$ cat src/rtl/fdc_pkg.sv
// Shared definitions for the drive-side serial interface.
// Function codes, FSM state encoding and status byte layout.
package fdc_pkg;

    localparam logic [2:0] FN_FILL   = 3'b000;
    localparam logic [2:0] FN_EMPTY  = 3'b001;
    localparam logic [2:0] FN_STATUS = 3'b101;

    typedef enum logic [2:0] {
        ST_IDLE     = 3'd0,
        ST_CMD      = 3'd1,
        ST_DECODE   = 3'd2,
        ST_WAIT_TR  = 3'd3,
        ST_RX       = 3'd4,
        ST_TX       = 3'd5,
        ST_WAIT_ACK = 3'd6
    } fdcState_t;

    localparam int STS_INIT    = 0;
    localparam int STS_ILLEGAL = 1;
    localparam int STS_UNIT    = 7;

    function automatic logic [7:0] makeStatus(
        input logic unit,
        input logic illegal,
        input logic initDone
    );
        logic [7:0] s;
        s              = 8'h00;
        s[STS_UNIT]    = unit;
        s[STS_ILLEGAL] = illegal;
        s[STS_INIT]    = initDone;
        return s;
    endfunction

endpackage

$ cat src/rtl/fdc_sbuf.sv
// Sector buffer: single-port synchronous RAM, registered read.
// Ports: CLK, we, addr, wdata (write), rdata (1-clock read).
module fdc_sbuf #(
    parameter int DEPTH = 128,
    parameter int AW    = $clog2(DEPTH)
) (
    input  logic          CLK,
    input  logic          we,
    input  logic [AW-1:0] addr,
    input  logic [7:0]    wdata,
    output logic [7:0]    rdata
);

    logic [7:0] mem [DEPTH];

    always_ff @(posedge CLK) begin
        if (we) begin
            mem[addr] <= wdata;
        end
        rdata <= mem[addr];
    end

endmodule

$ cat src/rtl/fdc_sif_slave.sv
// Drive-side serial slave behind the 1801VP1-033: shift clock,
// nDONE/nTR/nERR handshake, buffer fill/empty and status.
// Ports: CLK, RST (sync, high), PIN_nDO/nRUN/nSET in,
// PIN_nSHIFT/nOUT/nDI/nERR/nDONE/nTR out (all registered).
module fdc_sif_slave
    import fdc_pkg::*;
#(
    parameter int BUF_LEN = 128
) (
    input  logic CLK,
    input  logic RST,
    output logic PIN_nSHIFT,
    output logic PIN_nOUT,
    output logic PIN_nDI,
    input  logic PIN_nDO,
    input  logic PIN_nRUN,
    input  logic PIN_nSET,
    output logic PIN_nERR,
    output logic PIN_nDONE,
    output logic PIN_nTR
);

    localparam int AW = $clog2(BUF_LEN);
    localparam logic [AW-1:0] LAST = AW'(BUF_LEN - 1);

    fdcState_t     state;
    logic          runSync;
    logic          runPrev;
    logic          runFall;
    logic          abort;
    logic          phaseB;
    logic [3:0]    bitCnt;
    logic [7:0]    sr;
    logic [AW-1:0] ptr;
    logic          illegalFn;
    logic          initDone;
    logic          singleByte;
    logic [AW-1:0] ramAddr;
    logic          ramWe;
    logic [7:0]    ramRdata;
    logic [7:0]    statusByte;
    logic          lastBit;

    // nRUN is sampled freely so a level held across abort
    // never produces a false edge afterwards.
    always_ff @(posedge CLK) begin
        runSync <= PIN_nRUN;
        runPrev <= runSync;
    end

    assign runFall = runPrev & ~runSync;
    assign abort   = RST | ~PIN_nSET;
    assign lastBit = phaseB && (bitCnt == 4'd1);

    // Address is steered ahead of use: buf[0] is read during
    // the last command bit, buf[ptr+1] while waiting for ack.
    always_comb begin
        ramAddr = ptr;
        if (state == ST_WAIT_ACK) begin
            ramAddr = ptr + 1'b1;
        end else if (state == ST_CMD) begin
            ramAddr = '0;
        end
    end

    assign ramWe = !abort && (state == ST_RX) && lastBit;

    always_comb begin
        statusByte = makeStatus(sr[4], illegalFn, initDone);
    end

    fdc_sbuf #(
        .DEPTH(BUF_LEN),
        .AW   (AW)
    ) u_sbuf (
        .CLK  (CLK),
        .we   (ramWe),
        .addr (ramAddr),
        .wdata(sr),
        .rdata(ramRdata)
    );

    always_ff @(posedge CLK) begin
        if (abort) begin
            state      <= ST_IDLE;
            PIN_nSHIFT <= 1'b1;
            PIN_nOUT   <= 1'b1;
            PIN_nDI    <= 1'b1;
            PIN_nERR   <= 1'b1;
            PIN_nDONE  <= 1'b1;
            PIN_nTR    <= 1'b1;
            phaseB     <= 1'b0;
            bitCnt     <= 4'd0;
            sr         <= 8'h00;
            ptr        <= '0;
            illegalFn  <= 1'b0;
            initDone   <= 1'b1;
            singleByte <= 1'b0;
        end else begin
            unique case (state)
                ST_IDLE: begin
                    PIN_nDONE <= 1'b0;
                    if (runFall) begin
                        PIN_nDONE <= 1'b1;
                        bitCnt    <= 4'd8;
                        phaseB    <= 1'b0;
                        state     <= ST_CMD;
                    end
                end
                ST_CMD, ST_RX, ST_TX: begin
                    if (!phaseB) begin
                        PIN_nSHIFT <= 1'b0;
                        phaseB     <= 1'b1;
                        if (state == ST_TX) begin
                            PIN_nDI <= ~sr[7];
                        end else begin
                            sr <= {sr[6:0], ~PIN_nDO};
                        end
                    end else begin
                        PIN_nSHIFT <= 1'b1;
                        phaseB     <= 1'b0;
                        bitCnt     <= bitCnt - 4'd1;
                        if (state == ST_TX) begin
                            sr <= {sr[6:0], 1'b0};
                        end
                        if (bitCnt == 4'd1) begin
                            if (state == ST_CMD) begin
                                state <= ST_DECODE;
                            end else if (state == ST_RX) begin
                                ptr <= ptr + 1'b1;
                                if (ptr == LAST) begin
                                    PIN_nOUT  <= 1'b1;
                                    PIN_nERR  <= 1'b1;
                                    PIN_nDONE <= 1'b0;
                                    state     <= ST_IDLE;
                                end else begin
                                    PIN_nTR <= 1'b0;
                                    state   <= ST_WAIT_TR;
                                end
                            end else begin
                                PIN_nTR <= 1'b0;
                                state   <= ST_WAIT_ACK;
                            end
                        end
                    end
                end
                ST_DECODE: begin
                    bitCnt <= 4'd8;
                    phaseB <= 1'b0;
                    unique case (sr[3:1])
                        FN_FILL: begin
                            illegalFn <= 1'b0;
                            ptr       <= '0;
                            PIN_nTR   <= 1'b0;
                            state     <= ST_WAIT_TR;
                        end
                        FN_EMPTY: begin
                            illegalFn  <= 1'b0;
                            singleByte <= 1'b0;
                            ptr        <= '0;
                            PIN_nOUT   <= 1'b0;
                            sr         <= ramRdata;
                            state      <= ST_TX;
                        end
                        FN_STATUS: begin
                            // status reports the flag, then clears it
                            illegalFn  <= 1'b0;
                            singleByte <= 1'b1;
                            PIN_nOUT   <= 1'b0;
                            sr         <= statusByte;
                            state      <= ST_TX;
                        end
                        default: begin
                            illegalFn <= 1'b1;
                            PIN_nERR  <= 1'b0;
                            PIN_nDONE <= 1'b0;
                            state     <= ST_IDLE;
                        end
                    endcase
                end
                ST_WAIT_TR: begin
                    if (runFall) begin
                        PIN_nTR <= 1'b1;
                        bitCnt  <= 4'd8;
                        phaseB  <= 1'b0;
                        state   <= ST_RX;
                    end
                end
                ST_WAIT_ACK: begin
                    if (runFall) begin
                        PIN_nTR <= 1'b1;
                        if (singleByte || (ptr == LAST)) begin
                            PIN_nOUT  <= 1'b1;
                            PIN_nERR  <= 1'b1;
                            PIN_nDONE <= 1'b0;
                            state     <= ST_IDLE;
                        end else begin
                            ptr    <= ptr + 1'b1;
                            sr     <= ramRdata;
                            bitCnt <= 4'd8;
                            phaseB <= 1'b0;
                            state  <= ST_TX;
                        end
                    end
                end
                default: begin
                    state <= ST_IDLE;
                end
            endcase
        end
    end

endmodule

$ cat config.mk
export PLATFORM = sky130hd
export DESIGN_NAME = fdc_sif_slave
export DESIGN_NICKNAME = d
export VERILOG_FILES = /design/src/rtl/fdc_pkg.sv /design/src/rtl/fdc_sbuf.sv /design/src/rtl/fdc_sif_slave.sv
export SDC_FILE = /design/constraint.sdc
export NUM_CORES = 1
export LEC_CHECK = 0
export ABC_CLOCK_PERIOD_IN_PS = 9200
export CAP_MARGIN = 20
export CORE_ASPECT_RATIO = 1.75
export CORE_UTILIZATION = 35
export CTS_BUF_LIST = sky130_fd_sc_hd__clkbuf_16
export DETAILED_ROUTE_END_ITERATION = 8
export GPL_ROUTABILITY_DRIVEN = 0
export PLACE_DENSITY = 0.53
export REMOVE_ABC_BUFFERS = 1
export SLEW_MARGIN = 10
export SYNTH_ARGS = -nofsm -noshare
export SYNTH_HDL_FRONTEND = slang
export SYNTH_HIERARCHICAL = 1
export SYNTH_SLANG_ARGS = --single-unit
export TNS_END_PERCENT = 30
$ cat constraint.sdc
create_clock -name CLK -period 9.2 [get_ports CLK]
set_clock_uncertainty 0.1 [all_clocks]
set_input_delay 1.84 -clock CLK [delete_from_list [all_inputs] [get_ports CLK]]
set_output_delay 1.84 -clock CLK [all_outputs]
set_load 0.02 [all_outputs]
Word level (Yosys, flattened, before mapping) --
Memory sizes are Yosys's and may differ from the RTL's. A register that Yosys moved wholly into a read port is not among the register bits. Index checks and enable logic that the tools add are counted.
Word-level totals: register bits after elaboration 33, latch bits 0, bits in writable memories 1024, memory bits (read-only) 0, bits of input ports 5, output and inout bits 6, word-level logic and storage cells 155, memories kept 1
Memories:
- u_sbuf.mem | depth 128, bits a word 8, read ports 1, clocked after Yosys merged registers in 1, wr ports 1, RTL line fdc_sbuf.sv:14 | logic [7:0] mem [DEPTH];
Operators by class: add/sub/neg operators 2, multiply operators 0, divide/modulo/power cells 0, order comparisons 0, eq/ne operators 30, shifts and indexed selects 0, mux-type cells 71, bitwise logic cells 7, reduce and logical (&&, ||, !) cells 29
Operators by type and width (number):
- $mux W7 | 9
- $mux W8 | 5
- $mux W1 | 32
- $reduce_and A9 Y1 | 3
- $ne A2 B2 Y1 const B | 13
- $mux W3 | 8
- $pmux W8 S3 | 1
- $pmux W7 S3 | 1
- $mux W4 | 4
- $pmux W4 S4 | 1
- $pmux W8 S2 | 1
- $pmux W3 S5 | 1
- $eq A3 B3 Y1 const B | 4
- $ne A3 B3 Y1 const B | 4
- $reduce_and A5 Y1 | 2
- $pmux W1 S3 | 3
- $pmux W1 S4 | 2
- $reduce_and A8 Y1 | 1
- $reduce_bool A4 Y1 | 2
- $reduce_or A2 Y1 | 4
- $add A7 B1 Y7 const B | 1
- $eq A7 B7 Y1 const B | 1
- $reduce_and A7 Y1 | 1
- $eq A3 B1 Y1 const B | 2
- 21 further kinds | 33

Logic depth before layout (Yosys ltp) --
word-level depth 7, gate-level depth with buffers 18

Modules after synthesis --
Netlist, hierarchy kept.
By module, submodules not included:
- fdc_sbuf | instances 1, cells each 2431, area an instance 40020.9 µm², sequential area each 30909.6 µm²
- fdc_sif_slave | instances 1, cells each 272, area an instance 2138.3 µm², sequential area each 660.6 µm²

Worst setup path before layout --
Ideal clock, no wire load.
path kind input-to-reg, start point input RST, end point memory u_sbuf.mem[35][0] (enable), setup time 0.370 ns, data arrival time 3.619 ns, data required time 8.730 ns, path slack 5.111 ns, cell stages on the path 7, buffers on the path 2, path through nand2b_1 -> buf_2 -> nor3_1 -> nor2b_1 -> nand2_1 -> clkbuf_1 -> nor2_1
Between the ends: word-level cells in the longest chain between the ends 6
Ends and longest elaborated chain:
- start: declaration | RTL line fdc_sif_slave.sv:11 | input logic RST,
- $or A1 B1 Y1 | RTL line fdc_sif_slave.sv:52 | assign abort = RST | ~PIN_nSET;
- $logic_not A1 Y1 | RTL line fdc_sif_slave.sv:66 | assign ramWe = !abort && (state == ST_RX) && lastBit;
- $logic_and A1 B1 Y1 (2 in series) | RTL line fdc_sif_slave.sv:66
- net ramWe | RTL line fdc_sif_slave.sv:39 | logic ramWe;
- $mux W1 | RTL line fdc_sbuf.sv:17 | if (we) begin
- $mux W1 (implied by the code) | RTL line fdc_sbuf.sv:18 | mem[addr] <= wdata;
- end: declaration | RTL line fdc_sbuf.sv:14
The timed path passes the listed nets, and every way through them passes these cells.

Worst setup path in the final report --
start point register state[1], end point register u_sbuf.rdata[1], read port of u_sbuf.mem
Between the ends: word-level cells in the longest chain between the ends 3, elaborated cells on any way between the ends 4, classes of those cells eq/ne (2); mux (2)
Ends and longest elaborated chain:
- start: declaration | RTL line fdc_sif_slave.sv:26 | fdcState_t state;
- start signal: assignment | RTL line fdc_sif_slave.sv:85 | state <= ST_IDLE;
- start signal: assignment | RTL line fdc_sif_slave.sv:107 | state <= ST_CMD;
- start signal: assignment | RTL line fdc_sif_slave.sv:128 | state <= ST_DECODE;
- $eq A3 B1 Y1 | RTL line fdc_sif_slave.sv:61 | end else if (state == ST_CMD) begin
- $mux W7 | RTL line fdc_sif_slave.sv:61
- $mux W7 (*) | RTL line fdc_sif_slave.sv:59 | if (state == ST_WAIT_ACK) begin
- net ramAddr[0] | RTL line fdc_sif_slave.sv:38 | logic [AW-1:0] ramAddr;
- end: declaration | RTL line fdc_sbuf.sv:11 | output logic [7:0] rdata
Mark *: on every way through the listed nets, which the timed path passes. The rest lies on a longest branch. A chain may end at the register's enable or synchronous reset.

==> reports/results.ini <==
[status]
status = finished, final reports clean

[setup_path]
timing.critical_path.cells = nor2b_1 > buf_4 > nor2_1 > nor3_2 > buf_12 > and2b_4 > buf_12 > a22oi_1 > o32ai_1 > a211oi_1 > o2111ai_1 > a2111o_1
worst-setup-path-type = reg -> reg
critical_path.endpoint_type = flip-flop
cpPeakStageDelay_ps = 910
timing.critical_path.required_ps = 9670
critical_path_peak_fanout = 89
worst-path-buf-inv = 3
worst-r2r-setup-slack_ps = 3080
critical-path-slowest-cell = sky130_fd_sc_hd__a211oi_1
startpoint_type = flip-flop
critical_path.top_delay_family = compound AO/OA/AOI/OAI gates
critical-path-top-cell-by-count = sky130_fd_sc_hd__buf_12
worst-endpoint-arrival_ps = 6600

[placed_design]
buffer_ports.inserted = 10
detailedPlacementHpwl_um = 92200

[run]
max_cap_violations = 0

[clock_tree]
clock_tree.root_cell = sky130_fd_sc_hd__clkbuf_16
cts_max_level = 3
post_cts_buffers = 0
post_cts_resized = 0
cts-buffers-inserted = 88
count_of_hold_buffers_inserted_by_post_cts_repair = 0
cts_sinks = 1065
clock_tree_from_tritoncts = done
worstSkewPairLatency_ps = 700
ctsLongestPathBuffers = 3
clk_pin_slew_worst_paths_ps = 70

[synthesis]
synth_fa_ha_area_share_pct = 0.113
synth_enable_flop_cells = 1024
synthArstFlopShare_pct = 0
synth.yosys.seq_area_share_pct = 74.9
synth.area.mux_share_pct = 3.78
synthCells = 2703
synth_cell_type_count = 90
synth_simple_gate_area_share_pct = 5.97
ys_ff_latch = 1065
synth_warnings = 6
synth-main-ff-cell = sky130_fd_sc_hd__edfxtp_1
dominant_combinational_cell_family_by_area_after_synthesis = compound AO/OA/AOI/OAI gates
syn_avg_cell_area_um2 = 15.6
yosys.area_share.xor_xnor_pct = 0.0415
post_synthesis_cell_area_mm2 = 0.0422
compound_cell_area_share_of_the_yosys_netlist_pct = 12.6

[floorplan]
die_w_um = 264
die_height_um = 461
design.portCount = 11
rows = 168
core_mm2 = 0.120
effective_utilization_at_floorplan_pct = 35.2
die-area_mm2 = 0.122

[grt]
grt_max_degree = 101
track_usage_pct = 23.9
first_global_vias = 26184
grt_antenna_before_repair = 6
grt_overflow_total = 0
grt_first_pass_wirelength_um = 205000

[final_layout]
design.final.nets = 2672
syn2layout_area_growth_pct = 10.8
nFillCells = 10941
layout-drive-gt1-share_pct = 10.9

[timing]
timing.final.crit_share_pct = 66.5
final_max_slew_viol_count = 0
finalHoldViolations = 0
tightestPinTransition_ps = 1380
totalNegativeSetupSlack_ps = 0
grt_setup_unrepaired = false
fin_hold_ws_ps = 311
layout_min_cycle_time_ps = 6120
final-setup-viol-count = 0
max_clock_freq_ghz = 0.163
timing.slew.headroom_pct = 7.80

[route]
via_per_inst = 6.23
post-route-drc-count = 0
firstDrtPassIters = 9
vias = 26574
drt.antenna.violating_nets = 0
routedWlPerCell_um = 34.5
routed_wirelength_um = 147000
drtIter0Drc = 3343

[power_and_ir_drop]
power.static_leakage_nw = 13.9
power-per-cell-area_mw_per_mm2 = 195
vdd_ir_drop_max_uv = 118

[worst_hold_path]
classification_of_the_worst_slack_hold_path = reg -> reg

through the flow:
| stage | power, mW | instance area (µm²) | std cells | setup WS, ps | utilization, % |
|---|---|---|---|---|---|
| final | 9.11 | 46700 | 4267 | 3080 | 39.1 |
| after global placement | 5.37 | 43800 | 4101 | 3180 | 36.6 |
| after detailed placement | 5.37 | 43800 | 4103 | 3120 | 36.6 |
| after CTS | 9.17 | 46700 | 4262 | 3000 | 39.0 |
| after global routing | 9.32 | 46700 | 4264 | 3140 | 39.1 |
| after floorplan | 5.36 | 41100 | 2496 | -19420 | - |
where the power goes:
group | switching [mW] | leakage [nW] | internal [mW]
Sequential | 0.00629 | 9.53 | 5.23
Combinational | 0.0185 | 2.88 | 0.00837
Clock | 1.75 | 1.44 | 2.10
Total | 1.77 | 13.9 | 7.34
cell usage after synthesis, types with 15 or more instances:
cell type | n | share of area [%]
sky130_fd_sc_hd__nand3_1 | 23 | 0.27
sky130_fd_sc_hd__buf_2 | 70 | 0.83
sky130_fd_sc_hd__a31oi_1 | 15 | 0.22
sky130_fd_sc_hd__buf_6 | 17 | 0.45
sky130_fd_sc_hd__o21ai_0 | 85 | 1.0
sky130_fd_sc_hd__nand2_1 | 109 | 0.97
sky130_fd_sc_hd__a211oi_1 | 17 | 0.30
sky130_fd_sc_hd__a221oi_1 | 174 | 3.6
sky130_fd_sc_hd__a21oi_1 | 161 | 1.9
sky130_fd_sc_hd__nor4_1 | 15 | 0.22
sky130_fd_sc_hd__clkbuf_1 | 90 | 0.80
sky130_fd_sc_hd__mux4_2 | 32 | 1.7
sky130_fd_sc_hd__a22oi_1 | 134 | 2.4
sky130_fd_sc_hd__nor2b_1 | 21 | 0.31
sky130_fd_sc_hd__edfxtp_1 | 1024 | 73
sky130_fd_sc_hd__nor2_1 | 258 | 2.3
sky130_fd_sc_hd__dfxtp_1 | 41 | 1.9
sky130_fd_sc_hd__nor3_1 | 57 | 0.68
sky130_fd_sc_hd__mux2i_1 | 67 | 1.6
sky130_fd_sc_hd__o22ai_1 | 46 | 0.68
layout make-up:
| cell class | count | area (µm²) | share of cell area (%) |
|---|---|---|---|
| antenna | 4 | 10.0 | 0.0214 |
| clock buffer | 89 | 2230 | 4.77 |
| clock inverter | 70 | 652 | 1.40 |
| inverter | 11 | 43.8 | 0.0937 |
| multi-input combinational | 1420 | 9610 | 20.6 |
| sequential | 1065 | 31600 | 67.6 |
| tap | 1530 | 1910 | 4.10 |
| timing repair buffer | 78 | 658 | 1.41 |
cells by family after synthesis:
group           after synthesis
flops                      1065
fa+ha+maj                     4
buf+inv                     218
simple gates                551
mux                         116
xor+xnor                      2
compound gates              747
flip-flops by register name, indices dropped and copies added (netlist names):
register	flops
PIN_nDONE	1
ptr	7
PIN_nOUT	1
PIN_nTR	1
PIN_nDI	1
runPrev	1
phaseB	1
u_sbuf/rdata	8
bitCnt	4
runSync	1
sr	8
state	3
illegalFn	1
singleByte	1
PIN_nERR	1
PIN_nSHIFT	1
u_sbuf/mem	1024
final timing paths:
check | from | to | depth (start not counted)
max reg2reg | state[1]$_SDFFE_PP0P_ | u_sbuf/rdata[1]$_DFF_P_ | 12
min reg2reg | runSync$_DFF_P_ | runPrev$_DFF_P_ | 0
max | state[1]$_SDFFE_PP0P_ | u_sbuf/rdata[1]$_DFF_P_ | 12
min | runSync$_DFF_P_ | runPrev$_DFF_P_ | 0
worst register-to-register path: cells and delay by family, from the launching register on:
kind	cells	cell delay [ps]
DFF	1	770
buffers and inverters	3	1200
and+or+nand+nor	4	1390
AOI/OAI and AO/OA	5	2540
per-layer routing:
layer / up-vias / global-route usage (%) / share of wire, %
met1: 13722 / 26.6 / 34
met3: 441 / 3.94 / 7.6
met4: 4 / 17.7 / 8.7
li1: 10844 / - / -
met2: 1563 / 41.3 / 50
met5: - / 0 / 0.014
placed cells by master, fill, tap and decap left out, types with 15 or more instances in the layout:
cell type,netlist,layout
sky130_fd_sc_hd__a211oi_1,17,16
sky130_fd_sc_hd__a21oi_1,161,161
sky130_fd_sc_hd__a221oi_1,174,174
sky130_fd_sc_hd__a22oi_1,134,134
sky130_fd_sc_hd__a31oi_1,15,15
sky130_fd_sc_hd__buf_4,14,63
sky130_fd_sc_hd__clkbuf_16,0,89
sky130_fd_sc_hd__clkinv_1,1,19
sky130_fd_sc_hd__dfxtp_1,41,33
sky130_fd_sc_hd__edfxtp_1,1024,1024
sky130_fd_sc_hd__inv_1,8,19
sky130_fd_sc_hd__mux2i_1,67,67
sky130_fd_sc_hd__mux4_2,32,32
sky130_fd_sc_hd__nand2_1,109,105
sky130_fd_sc_hd__nand3_1,23,19
sky130_fd_sc_hd__nor2_1,258,256
sky130_fd_sc_hd__nor2b_1,21,19
sky130_fd_sc_hd__nor3_1,57,56
sky130_fd_sc_hd__nor4_1,15,15
sky130_fd_sc_hd__o21ai_0,85,84
sky130_fd_sc_hd__o22ai_1,46,46
(Power assumes the default switching activity.)
